<file path="config.mk">
export PLATFORM = sky130hd
export DESIGN_NAME = display_share_arbiter
export DESIGN_NICKNAME = d
export VERILOG_FILES = /design/src/rtl/display_share_arbiter.sv
export SDC_FILE = /design/constraint.sdc
export NUM_CORES = 1
export LEC_CHECK = 0
export ABC_AREA = 1
export BUFFER_PORTS_ARGS = -buffer_cell sky130_fd_sc_hd__buf_2
export CAP_MARGIN = 20
export CORE_UTILIZATION = 38
export DETAILED_ROUTE_END_ITERATION = 8
export GPL_TIMING_DRIVEN = 1
export PLACE_DENSITY = 0.6
export SYNTH_ARGS = -nofsm -noshare
export SYNTH_HDL_FRONTEND = slang
export SYNTH_SLANG_ARGS = --single-unit
export TNS_END_PERCENT = 5
</file>
<file path="constraint.sdc">
create_clock -name clk_in -period 4 [get_ports clk_in]
set_clock_uncertainty 0.1 [all_clocks]
set_input_delay 0.8 -clock clk_in [delete_from_list [all_inputs] [get_ports clk_in]]
set_output_delay 0.8 -clock clk_in [all_outputs]
set_load 0.02 [all_outputs]
</file>
<file path="src/rtl/display_share_arbiter.sv">
// Round-robin owner selection for the shared 4-digit seven-segment value bus.
// An owner keeps the display for at least HOLD_CYCLES unless it drops its request.
module display_share_arbiter #(
  parameter logic [31:0] HOLD_CYCLES = 32'd50000000
) (
  input  logic        clk_in,
  input  logic        rst,
  input  logic [2:0]  req_i,
  input  logic [15:0] data0_i,
  input  logic [15:0] data1_i,
  input  logic [15:0] data2_i,
  output logic [2:0]  grant_o,
  output logic [1:0]  disp_owner_o,
  output logic [15:0] disp_data_o,
  output logic        switch_o,
  output logic        idle_o
);

  typedef enum logic {
    ST_IDLE = 1'b0,
    ST_HOLD = 1'b1
  } state_t;

  localparam logic [31:0] RELOAD = HOLD_CYCLES - 32'd1;

  state_t      state, state_n;
  logic [1:0]  owner, owner_n;
  logic [2:0]  grant, grant_n;
  logic [1:0]  ptr, ptr_n;
  logic [31:0] cnt, cnt_n;
  logic [15:0] data, data_n;
  logic        switch_q, switch_n;
  logic        idle, idle_n;

  logic [1:0]  pick;
  logic        any_req;
  logic        owner_req;
  logic        others_req;
  logic        do_grant;
  logic [15:0] owner_data;

  // Search starts one past the last owner, so the last owner is tried last.
  function automatic logic [1:0] rr_pick(input logic [1:0] p, input logic [2:0] r);
    logic [1:0] res;
    res = 2'd0;
    case (p)
      2'd0:    res = r[1] ? 2'd1 : (r[2] ? 2'd2 : 2'd0);
      2'd1:    res = r[2] ? 2'd2 : (r[0] ? 2'd0 : 2'd1);
      default: res = r[0] ? 2'd0 : (r[1] ? 2'd1 : 2'd2);
    endcase
    return res;
  endfunction

  function automatic logic [15:0] sel_data(input logic [1:0] idx,
                                           input logic [15:0] d0,
                                           input logic [15:0] d1,
                                           input logic [15:0] d2);
    logic [15:0] res;
    case (idx)
      2'd0:    res = d0;
      2'd1:    res = d1;
      2'd2:    res = d2;
      default: res = 16'h0000;
    endcase
    return res;
  endfunction

  assign pick       = rr_pick(ptr, req_i);
  assign any_req    = |req_i;
  assign owner_req  = |(req_i & grant);
  assign others_req = |(req_i & ~grant);
  assign owner_data = sel_data(owner, data0_i, data1_i, data2_i);

  always_ff @(posedge clk_in) begin
    if (rst) begin
      state    <= ST_IDLE;
      owner    <= 2'd3;
      grant    <= 3'b000;
      ptr      <= 2'd2;
      cnt      <= 32'd0;
      data     <= 16'h0000;
      switch_q <= 1'b0;
      idle     <= 1'b1;
    end else begin
      state    <= state_n;
      owner    <= owner_n;
      grant    <= grant_n;
      ptr      <= ptr_n;
      cnt      <= cnt_n;
      data     <= data_n;
      switch_q <= switch_n;
      idle     <= idle_n;
    end
  end

  always_comb begin
    state_n  = state;
    owner_n  = owner;
    grant_n  = grant;
    ptr_n    = ptr;
    cnt_n    = cnt;
    data_n   = data;
    switch_n = 1'b0;
    idle_n   = idle;
    do_grant = 1'b0;

    case (state)
      ST_IDLE: begin
        if (any_req) do_grant = 1'b1;
      end
      ST_HOLD: begin
        if (!owner_req) begin
          if (any_req) begin
            do_grant = 1'b1;
          end else begin
            // Last value stays on the bus while idle.
            state_n = ST_IDLE;
            owner_n = 2'd3;
            grant_n = 3'b000;
            idle_n  = 1'b1;
          end
        end else if (cnt == 32'd0) begin
          if (others_req) begin
            do_grant = 1'b1;
          end else begin
            cnt_n  = RELOAD;
            data_n = owner_data;
          end
        end else begin
          cnt_n  = cnt - 32'd1;
          data_n = owner_data;
        end
      end
      default: begin
        state_n = ST_IDLE;
      end
    endcase

    if (do_grant) begin
      state_n  = ST_HOLD;
      owner_n  = pick;
      grant_n  = 3'b001 << pick;
      ptr_n    = pick;
      cnt_n    = RELOAD;
      data_n   = sel_data(pick, data0_i, data1_i, data2_i);
      switch_n = 1'b1;
      idle_n   = 1'b0;
    end
  end

  assign grant_o      = grant;
  assign disp_owner_o = owner;
  assign disp_data_o  = data;
  assign switch_o     = switch_q;
  assign idle_o       = idle;

endmodule

</file>
* Word-level counts from Yosys, hierarchy flattened
Index checks and enable logic that the tools add are counted.
Storage, ports and cells: output and inout bits 23, flip-flop bits (word level) 58, input bits 53, word-level logic and storage cells 77
Cells by class: bitwise operators 4, muxes and demuxes 40, $add $sub $neg 1, shifts and indexed selects 1, equal/unequal tests 9, reductions and logical operators 13
Operators by type and width (count):
- one-hot mux 16 bit (3 select lines) | 2
- 2-to-1 mux 16 bit | 5
- 2-to-1 mux 26 bit | 3
- 2-to-1 mux 32 bit | 2
- logical NOT 32 bit | 1
- subtractor 32 x 1 -> 32 bit (second input constant) | 1
- 2-to-1 mux 2 bit | 9
- 2-to-1 mux 1 bit | 13
- 2-to-1 mux 3 bit | 4
- AND reduction 3 bit | 3
- OR reduction 3 bit | 3
- bitwise AND 3 bit | 2
- equality test 2 x 1 -> 1 bit (second input constant) | 3
- logical NOT 2 bit | 3
- equality test 2 bit (second input constant) | 2
- inequality test 2 x 1 -> 1 bit (second input constant) | 2
- one-hot mux 2 bit (2 select lines) | 1
- nonzero test 2 bit | 2
- inequality test 3 bit (second input constant) | 1
- inverter 3 bit | 1
- << shifter 1 x 2 -> 3 bit (first input constant) | 1
- inequality test 2 bit (second input constant) | 1
- one-hot mux 1 bit (2 select lines) | 1
- OR reduction 2 bit | 1
- inverter 1 bit | 1

* Longest topological paths before layout
word-level depth 9, gate-level depth with buffers 14

* Worst setup path before layout
OpenSTA, ideal clock, no wires.
kind input port to flip-flop, from in req_i[0], to reg data[15], in the netlist disp_data_o[15], required time 3.830 ns, arrival 1.801 ns, path slack 2.030 ns, stages 10, library setup time 0.070 ns, cells stage by stage inv_2 nand2_1 o21ai_2 buf_4 nand2_1 nand2_1 inv_1 nand2_1 nand3_1 a21oi_1
Between the ends: longest elaborated chain between the ends 8, elaborated cells on any way between the ends 23, classes of those cells eq/ne: 3; mux: 11; bitwise: 2; reduce/logical: 7
Ends and longest elaborated chain:
- start: declaration | RTL line 8 | input logic [2:0] req_i,
- bitwise AND 3 bit | RTL line 71 | assign others_req = |(req_i & ~grant);
- OR reduction 3 bit | RTL line 71
- 2-to-1 mux 1 bit | RTL line 123 | if (others_req) begin
- 2-to-1 mux 1 bit | RTL line 122 | end else if (cnt == 32'd0) begin
- 2-to-1 mux 1 bit | RTL line 112 | if (!owner_req) begin
- one-hot mux 1 bit (2 select lines) | RTL line 107 | case (state)
- inequality test 3 bit (no source line) or nonzero test 2 bit (tied branches)
- AND reduction 3 bit (no source line)
- end signal: assignment | RTL line 90 | data <= data_n;
- end: declaration | RTL line 31 | logic [15:0] data, data_n;
Parallel ways exist; a longest one is shown, timed or not. A chain may end at the register's enable or synchronous reset.

* Worst setup path in the final report
from in req_i[0], to reg cnt[16]
Between the ends: longest elaborated chain between the ends 7, elaborated cells on any way between the ends 13, classes of those cells eq/ne: 1; mux: 5; bitwise: 2; reduce/logical: 5
Ends and longest elaborated chain:
- bitwise AND 3 bit | RTL line 71
- OR reduction 3 bit | RTL line 71
- 2-to-1 mux 1 bit | RTL line 123
- 2-to-1 mux 1 bit | RTL line 122
- 2-to-1 mux 1 bit | RTL line 112
- one-hot mux 1 bit (2 select lines) | RTL line 107
- OR reduction 2 bit (no source line)
- end signal: assignment | RTL line 89 | cnt <= cnt_n;
- end: declaration | RTL line 30 | logic [31:0] cnt, cnt_n;
Parallel ways exist; a longest one is shown, timed or not.

==> impl_metrics.py <==
metrics = {
    "hold_path": {
        "hold_start": "ptr[0]",
        "hold_path_class": "flip-flop to flip-flop",
    },
    "yosys": {
        "yosysMostFrequentCell": "nand2_1",
        "syn_inst": 703,
        "synth_top_flop_cell": "dfxtp_1",
        "syn-cell-area_um2": 4120,
        "synthTopCellsByCount": "259 x nand2_1, 75 x nor2_1, 69 x inv_1",
        "synthTopCellsByArea": "dfxtp_1 28%, nand2_1 24%, nor2_1 6.8%",
        "yosysUniqueCellTypes": 31,
        "async_flop_share_pct": 0,
        "syn_nets": 758,
        "synth.top_cell.area_share_pct": 28.2,
        "synth_warnings": 0,
        "synth.yosys.seq_area_share_pct": 28.2,
        "synth_seq_cells": 58,
        "synth_area_leader_cell": "dfxtp_1",
        "synth.avg_cell_area_um2": 5.87,
        "synth_edf_count": 0,
    },
    "cts": {
        "cts_tree": "yes",
        "cts_buffer_depth": 2,
        "clkSlewWorstSetupHoldPaths_ns": 0.07,
        "clk_latency_ns": 0.35,
        "numCtsBuffers": 9,
        "cts_htree_levels": 3,
        "cts_hold_buf": 0,
        "cts.root.buffer_cell": "clkbuf_8",
        "clock-sinks": 58,
        "post_cts_buffers": 0,
        "post_cts_resized": 0,
    },
    "status": {
        "status": "complete, no violations",
    },
    "drt": {
        "vias": 4559,
        "drt_iter0_markers": 278,
        "viasPerCell": 4.99,
        "first_pass_iters": 5,
        "route.detailed.drc": 0,
        "drt_wl_total_um": 11800,
        "wirelength_met1_um": 5400,
        "highest_layer": "met4",
        "dr_wl_met2_um": 5470,
        "wl_per_cell_um": 12.9,
        "antenna_left": 0,
        "wl_met3_um": 702,
    },
    "critical_path": {
        "startpoint": "req_i[0]",
        "path_max_fanout": 33,
        "crit_chain": "buf_2, inv_2, nand2_1, nor2_2, clkinv_1, buf_4, nand2_2, nand2_4, a21oi_1",
        "path_delay_family": "simple AND/OR/NAND/NOR gates",
        "critPathKind": "primary input to flip-flop",
        "timing.rr.start": "cnt[0]",
        "arrival_ns": 2.50,
        "slowest_delay_ns": 0.47,
        "cp-end-kind": "flip-flop",
        "required_ns": 4.18,
        "worst_path_max_delay_cell": "nand2_2",
        "critPathBufInv": 4,
        "start_kind": "primary input",
    },
    "floorplanning": {
        "io-pin-count": 76,
        "design.die.area_um2": 11300,
        "die_w_um": 106,
        "initial_utilization_pct": 39.6,
        "rows": 37,
        "die_height_um": 106,
        "coreArea_um2": 10400,
    },
    "place": {
        "gp_congestion": 0.943,
        "hpwl_um": 8610,
        "io_buffer_count": 75,
    },
    "grt": {
        "antenna_found_initial": 0,
        "grt_pass1_vias": 4245,
        "grt_pass1_wl_um": 19700,
        "grtUsageTotal_pct": 21.8,
        "grt_max_degree": 36,
        "grt-ovfl-total": 0,
    },
    "timing": {
        "rsz0062_at_grt": "no",
        "min_period_ns": 2.31,
        "hold_slack_ns": 0.406,
        "max-slew-margin-rel_pct": 36.5,
        "worstMarginPinSlew_ns": 0.950,
        "fmax_mhz": 432,
        "maxSlewViolCount": 0,
        "finalCritPeriodShare_pct": 57.9,
        "setup_tns_ns": 0,
        "setup_viol": 0,
        "timing.final.hold_violations": 0,
    },
    "layout": {
        "final_nets": 828,
        "fillCellCount": 1147,
        "postLayoutCoreUtil_pct": 46.1,
        "antenna_cells": 0,
        "drive_above_1_share_pct": 18.8,
        "area_delta_synth_final_pct": 16.4,
    },
    "power_and_ir_drop": {
        "powerDensity_nw_per_um2": 341,
        "p_leak_uw": 0.00236,
        "ir_worst_vdd_uv": 188,
    },
    "flow_run": {
        "cap_violations": 0,
    },
}
==> sequential cells by signal, summed over array words and instances, names as in the netlist <==
signal and cells:
grant_o 3, cnt 32, switch_o 1, idle_o 1, state 1, disp_data_o 16, disp_owner_o 2, ptr 2
==> layout make-up <==
class | instances | area [um^2] | share of cell area [%]
clock inverter | 2 | 10.0 | 0.208
inverter | 81 | 304 | 6.33
sequential | 58 | 1160 | 24.2
multi-input combinational | 540 | 2530 | 52.6
tap | 136 | 170 | 3.54
clock buffer | 14 | 173 | 3.60
timing repair buffer | 83 | 455 | 9.49
==> power by group <==
part	switching (uW)	internal, uW	leakage (uW)
clock network	241	274	0.0000965
logic	299	158	0.00178
registers	39.5	627	0.000480
total	580	1060	0.00236
==> cell usage in the layout (no fill, tap or decap), types with 4 or more instances in the layout <==
cell type / instances
nand2_1: 259
nor2_1: 75
buf_2: 75
inv_1: 68
dfxtp_1: 58
nand3_1: 56
o21ai_0: 29
a21oi_1: 28
nand4_1: 20
nor2_2: 13
o211ai_1: 13
inv_2: 12
clkbuf_8: 12
xor2_1: 9
buf_4: 7
nand2_2: 5
or2_2: 5
nor2_4: 4
nand3b_1: 4
==> logic make-up (layout without fill, tap and decap cells) <==
family / after synthesis / in the layout / synth area share [%]
fa+ha+maj: 2 / 2 / 0.607
buf+inv: 105 / 180 / 10.6
xor+xnor: 9 / 9 / 1.91
simple gates: 452 / 452 / 48.4
flops: 58 / 58 / 28.2
compound gates: 77 / 77 / 10.4
==> tightest hold or removal path: stages (launching register included) <==
cell and delay [ns]:
dfxtp_1 0.34, a21oi_1 0.05, nor2_1 0.08
==> metal layers <==
| layer | track usage, % | vias to the layer above |
|---|---|---|
| li1 | - | 2364 |
| met1 | 27.6 | 2054 |
| met3 | 3.86 | 12 |
| met2 | 36.3 | 129 |
| met5 | 0 | - |
| met4 | 9.52 | 0 |
==> final timing paths <==
kind	endpoint	slack, ns	cells after the start
max	cnt[16]	1.69	9
min	ptr[0]	0.41	2
max reg2reg	grant_o[2]	1.69	12
min reg2reg	ptr[0]	0.41	2
==> metrics by stage <==
step                      power [uW]  area [um^2]  setup WS (ns)  cells
after floorplan                  995         4120           2.03    703
after global placement          1120         4570           1.36    894
after detailed placement        1130         4570           1.28    894
after CTS                       1650         4750           1.67    910
after global routing            1740         4800           1.47    914
final                           1640         4800           1.69    914
No activity file was read; power rests on OpenSTA's default activity.
